===== src/rtl/fifo_sync_flex.sv =====
// Synchronous single-clock show-ahead FIFO with valid/ready handshakes, flush,
// fill level and programmable almost-full/almost-empty flags; any depth >= 2.
module fifo_sync_flex #(
    parameter int unsigned DATA_WIDTH = 32,
    parameter int unsigned FIFO_DEPTH = 4,
    parameter int unsigned AFULL_LVL  = FIFO_DEPTH - 1,
    parameter int unsigned AEMPTY_LVL = 1,
    parameter int unsigned LW         = $clog2(FIFO_DEPTH + 1)
) (
    input  logic                  clk,
    input  logic                  rst_n,
    input  logic                  flush_i,
    input  logic [DATA_WIDTH-1:0] push_data_i,
    input  logic                  push_valid_i,
    output logic                  push_ready_o,
    output logic [DATA_WIDTH-1:0] pop_data_o,
    output logic                  pop_valid_o,
    input  logic                  pop_ready_i,
    output logic [LW-1:0]         level_o,
    output logic                  almost_full_o,
    output logic                  almost_empty_o
);

    localparam int unsigned PW = $clog2(FIFO_DEPTH);
    localparam logic [PW-1:0] PTR_LAST  = PW'(FIFO_DEPTH - 1);
    localparam logic [LW-1:0] LVL_FULL  = LW'(FIFO_DEPTH);
    localparam logic [LW-1:0] LVL_AFULL = LW'(AFULL_LVL);
    localparam logic [LW-1:0] LVL_AEMPT = LW'(AEMPTY_LVL);

    // Elaboration-time parameter legality
    if (FIFO_DEPTH < 2) begin : g_bad_depth
        $error("fifo_sync_flex: FIFO_DEPTH must be >= 2");
    end
    if (AFULL_LVL < 1 || AFULL_LVL > FIFO_DEPTH) begin : g_bad_afull
        $error("fifo_sync_flex: AFULL_LVL must be in 1..FIFO_DEPTH");
    end
    if (AEMPTY_LVL > FIFO_DEPTH - 1) begin : g_bad_aempty
        $error("fifo_sync_flex: AEMPTY_LVL must be in 0..FIFO_DEPTH-1");
    end

    logic [DATA_WIDTH-1:0] mem_q [FIFO_DEPTH];
    logic [PW-1:0]         wr_ptr_q, wr_ptr_d;
    logic [PW-1:0]         rd_ptr_q, rd_ptr_d;
    logic [LW-1:0]         level_q, level_d;
    logic                  push_ready_q, push_ready_d;
    logic                  pop_valid_q, pop_valid_d;
    logic                  afull_q, afull_d;
    logic                  aempty_q, aempty_d;
    logic                  push_c;
    logic                  pop_c;

    assign push_c = push_valid_i & push_ready_q;
    assign pop_c  = pop_valid_q & pop_ready_i;

    // Next-state: flush wins over any handshake; flags follow the next level
    always_comb begin
        wr_ptr_d = wr_ptr_q;
        rd_ptr_d = rd_ptr_q;
        level_d  = level_q;
        if (flush_i) begin
            wr_ptr_d = '0;
            rd_ptr_d = '0;
            level_d  = '0;
        end else begin
            if (push_c) begin
                wr_ptr_d = (wr_ptr_q == PTR_LAST) ? '0 : wr_ptr_q + PW'(1);
            end
            if (pop_c) begin
                rd_ptr_d = (rd_ptr_q == PTR_LAST) ? '0 : rd_ptr_q + PW'(1);
            end
            case ({push_c, pop_c})
                2'b10:   level_d = level_q + LW'(1);
                2'b01:   level_d = level_q - LW'(1);
                default: level_d = level_q;
            endcase
        end
        push_ready_d = (level_d != LVL_FULL);
        pop_valid_d  = (level_d != '0);
        afull_d      = (level_d >= LVL_AFULL);
        aempty_d     = (level_d <= LVL_AEMPT);
    end

    always_ff @(posedge clk or negedge rst_n) begin
        if (!rst_n) begin
            wr_ptr_q     <= '0;
            rd_ptr_q     <= '0;
            level_q      <= '0;
            push_ready_q <= 1'b1;
            pop_valid_q  <= 1'b0;
            afull_q      <= 1'b0;
            aempty_q     <= 1'b1;
        end else begin
            wr_ptr_q     <= wr_ptr_d;
            rd_ptr_q     <= rd_ptr_d;
            level_q      <= level_d;
            push_ready_q <= push_ready_d;
            pop_valid_q  <= pop_valid_d;
            afull_q      <= afull_d;
            aempty_q     <= aempty_d;
        end
    end

    // Storage is not reset; a flushed push is discarded
    always_ff @(posedge clk) begin
        if (push_c && !flush_i) begin
            mem_q[wr_ptr_q] <= push_data_i;
        end
    end

    assign push_ready_o   = push_ready_q;
    assign pop_valid_o    = pop_valid_q;
    assign almost_full_o  = afull_q;
    assign almost_empty_o = aempty_q;
    assign level_o        = level_q;
    assign pop_data_o     = mem_q[rd_ptr_q];

    // Occupancy implied by the pointers, to cross-check the level counter
    logic [LW:0] ptr_occ_c;
    always_comb begin
        if (wr_ptr_q >= rd_ptr_q) begin
            ptr_occ_c = (LW+1)'(wr_ptr_q) - (LW+1)'(rd_ptr_q);
        end else begin
            ptr_occ_c = (LW+1)'(wr_ptr_q) + (LW+1)'(FIFO_DEPTH) - (LW+1)'(rd_ptr_q);
        end
    end

    always_ff @(posedge clk) begin
        if (rst_n) begin
            assert (level_q <= LVL_FULL);
            assert (!(push_c && level_q == LVL_FULL));
            assert (!(pop_c && level_q == '0));
            assert ((ptr_occ_c == {1'b0, level_q}) ||
                    (level_q == LVL_FULL && ptr_occ_c == '0));
        end
    end

    a_data_stable: assert property (@(posedge clk) disable iff (!rst_n)
        (pop_valid_o && !pop_ready_i && !flush_i) |=> $stable(pop_data_o));

endmodule


===== config.mk =====
export PLATFORM = sky130hd
export DESIGN_NAME = fifo_sync_flex
export DESIGN_NICKNAME = d
export VERILOG_FILES = /design/src/rtl/fifo_sync_flex.sv
export SDC_FILE = /design/constraint.sdc
export NUM_CORES = 1
export LEC_CHECK = 0
export CORE_UTILIZATION = 55
export CTS_BUF_LIST = sky130_fd_sc_hd__clkbuf_4 sky130_fd_sc_hd__clkbuf_8
export DETAILED_ROUTE_END_ITERATION = 7
export MAX_ROUTING_LAYER = met4
export PLACE_DENSITY = 0.9
export REMOVE_ABC_BUFFERS = 1
export SYNTH_ARGS = -nofsm -noshare
export SYNTH_HDL_FRONTEND = slang
export SYNTH_SLANG_ARGS = --single-unit

===== constraint.sdc =====
create_clock -name clk -period 2.95 [get_ports clk]
set_clock_uncertainty 0.2 [all_clocks]
set_input_delay 0.295 -clock clk [delete_from_list [all_inputs] [get_ports clk]]
set_output_delay 0.295 -clock clk [all_outputs]
set_load 0.02 [all_outputs]

==> results.md <==
* Slew Viols, Final at 0
* Die W at 99.9 µm
* Pre-CTS WS at 374 ps
* Worst-path clk slew at 80 ps
* Final Non-Filler Cells at 462
* Vias per cell at 5.28
* Syn avg cell area at 23.4 µm²
* Clk network pwr share at 35.2%
* DP Wirelength at 5500 µm
* CP required at 2460 ps
* Placed inst area at 6180 µm²
* Mapped cell area at 5280 µm²
* FFs w/ async S/R, synth at 7.91%
* WHS at 272 ps
* Post-layout nets at 364
* CORE AREA at 9280 µm²
* FMAX at 356 MHz
* DR DRC count at 0
* GR peak layer: met2
* H-tree depth at 4
* Die area at 9990 µm²
* Drt pass-1 iters at 4
* Fin Setup TNS at 0 ps
* Max_cap viols at 0
* Area Overhead vs Synth at 26.7%
* Crit path largest cell delay at 580 ps
* Syn Inst Count at 225
* Flops & latches, synth at 139
* Vias in the first global route at 2708
* Routability congestion estimate at 0.768
* Grt met3 use at 5.15%
* Initial DRC count at 121
* Worst skew pair latency at 420 ps
* Combinational Power Share at 19.9%
* Sequential cell area fraction in the yosys report at 78.1%
* Pint at 3.99 mW
* Clk buf depth at 2
* Worst-Margin Slew at 484 ps
* Final setup viols at 0
* IO Count at 76
* Fin area at 6680 µm²
* Final WL at 8720 µm
* Min-delay worst type: input port to register
* Clock tree root buffer cell: clkbuf_8
* DR vias at 2440
* Highest ir drop seen on vdd at 0.493 mV
* First-pass GRT wire length at 14000 µm
* Largest net degree at the start of global routing at 22
* Die height at 99.9 µm
* Sw Share at 23.5%
* M1 GR Usage at 24.3%
* Initial antenna violation count at 0
* Max-slew headroom at 67.6%
* Antenna Violating Nets Remaining at 0
* Gr usage total at 20.4%
* CTS tree: yes
* Crit path max fanout at 21
* Final WS setup at 145 ps
* Power per cell area at 782 nW/µm²
* PortBufs at 75
* Ys Warns at 0
* Unique masters post-synth at 30
* FP Rows at 35
* Final min period at 2810 ps
* Number of synthesized flops with an enable pin at 128
* Net switching power at 1.23 mW
* Primary FF master, synth: edfxtp_1
* Met2 Resource Use GR at 33.1%
* Worst setup SP type: register
* Slowest CP cell: mux4_2
* Tcrit/Tclk final at 95.1%
* Worst reg-to-reg setup slack at 630 ps
* Diodes inserted at 0
* RSZ-0062 raised after global routing: no
* Share of cells above drive strength 1 at 23.1%
* GR Overflow Total at 0
* Share of power burned in registers at 44.8%
* Cts bufs inserted at 17
* Initial Util at 56.8%
* DR WL/cell at 18.9 µm
* Critical-path cell list: buf_4 -> mux4_2 -> clkdlybuf4s50_1
* Final Hold Viols at 0
* Clock Sinks at 139
* WP data arrival at 2310 ps
* Post-Place Cells at 430
* P_leak at 2.23 nW
* CP Class: register to primary output
* Status: complete, no violations
* CP endpoint kind: primary output
-- power by group through the flow --
stage	registers, mW	logic, mW	clock network (mW)
floorplan	2.47	0.499	0
global placement	2.38	1.03	0
detailed placement	2.38	1.05	0
CTS	2.34	1.06	1.88
global route	2.35	1.11	1.96
finish	2.34	1.04	1.84
-- registers in the layout, summed over array words and instances, names as in the netlist --
| signal | flops |
|---|---|
| pop_valid_o | 1 |
| wr_ptr_q | 2 |
| mem_q | 128 |
| rd_ptr_q | 2 |
| almost_empty_o | 1 |
| almost_full_o | 1 |
| level_o | 3 |
| push_ready_o | 1 |
-- critical path: cells and delay by family, from the launching register on --
family / cells / cell delay [ps]
buf+inv: 2 / 930
mux: 1 / 580
flops: 1 / 370
-- path summary, 6_finish.rpt --
kind,end,depth (start not counted),startpoint
setup / recovery,pop_data_o[24],3,rd_ptr_q[0]
hold / removal,wr_ptr_q[1],3,push_valid_i
setup reg to reg,pop_valid_o,6,push_ready_o
hold reg to reg,wr_ptr_q[1],2,push_ready_o
max in group asynchronous,rd_ptr_q[1],2,rst_n
min in group asynchronous,level_o[0],2,rst_n
-- per-layer routing --
metal  vias to the layer above  part of all wire, %
met2                        78                   53
li1                       1120                    -
met1                      1236                   41
met5                         -                    0
met3                         6                  4.6
met4                         0                 0.94
-- area by class of cell --
class / instances / area, µm²
clock buffer: 18 / 241
clock inverter: 13 / 248
fill: 589 / 2600
inverter: 2 / 7.51
multi-input combinational: 74 / 1040
sequential: 139 / 4120
tap: 129 / 161
timing repair buffer: 87 / 856
-- per-stage QoR --
step / total power, mW / util [%]
after floorplan: 2.97 / -
after global placement: 3.41 / 66.6
after detailed placement: 3.44 / 66.6
after CTS: 5.28 / 72.0
after global routing: 5.42 / 72.0
final: 5.22 / 72.0
-- Yosys cell counts (2+ instances only) --
cell type | n | area (µm²)
mux2i_1 | 2 | 20.0
ha_1 | 5 | 62.6
nor3b_1 | 2 | 15.0
dfstp_2 | 2 | 52.6
edfxtp_1 | 128 | 3840
and2_1 | 5 | 31.3
buf_6 | 2 | 22.5
mux4_1 | 4 | 105
buf_2 | 4 | 20.0
xor2_1 | 2 | 17.5
nand2_1 | 3 | 11.3
nor2_1 | 7 | 26.3
nand3_1 | 3 | 15.0
buf_12 | 3 | 60.1
inv_1 | 2 | 7.51
dfrtp_1 | 9 | 225
xnor2_1 | 2 | 17.5
mux4_2 | 28 | 631
-- cells by family after synthesis --
kind of cell,share of synthesized area (%)
xor gates and xnor gates,0.664
and+or+nand+nor,2.47
AOI/OAI and AO/OA,0.688
DFF,78.1
adders and majority gates,1.57
muxes,14.3
buffers and inverters,2.16
-- cell usage in the layout (no fill, tap or decap), drive strengths merged, types with 2 or more instances in the layout --
master and instances:
buf 11, mux2i 2, edfxtp 128, nand2 3, clkbuf 18, nand3 3, nor3b 2, dfstp 2
xnor2 2, bufinv 7, ha 5, mux4 32, xor2 2, dfrtp 9, clkdlybuf4s50 75, clkinv 5
and2 5, inv 2, nor2 7
-- repair_timing --
| action | in CTS | in global routing |
|---|---|---|
| setup buffers | 0 | 0 |
| hold buffers | 1 | 0 |
| endpoints found under the hold margin | 9 | 0 |
| gates resized for setup | 0 | 0 |
No activity file was read; power rests on OpenSTA's default activity.
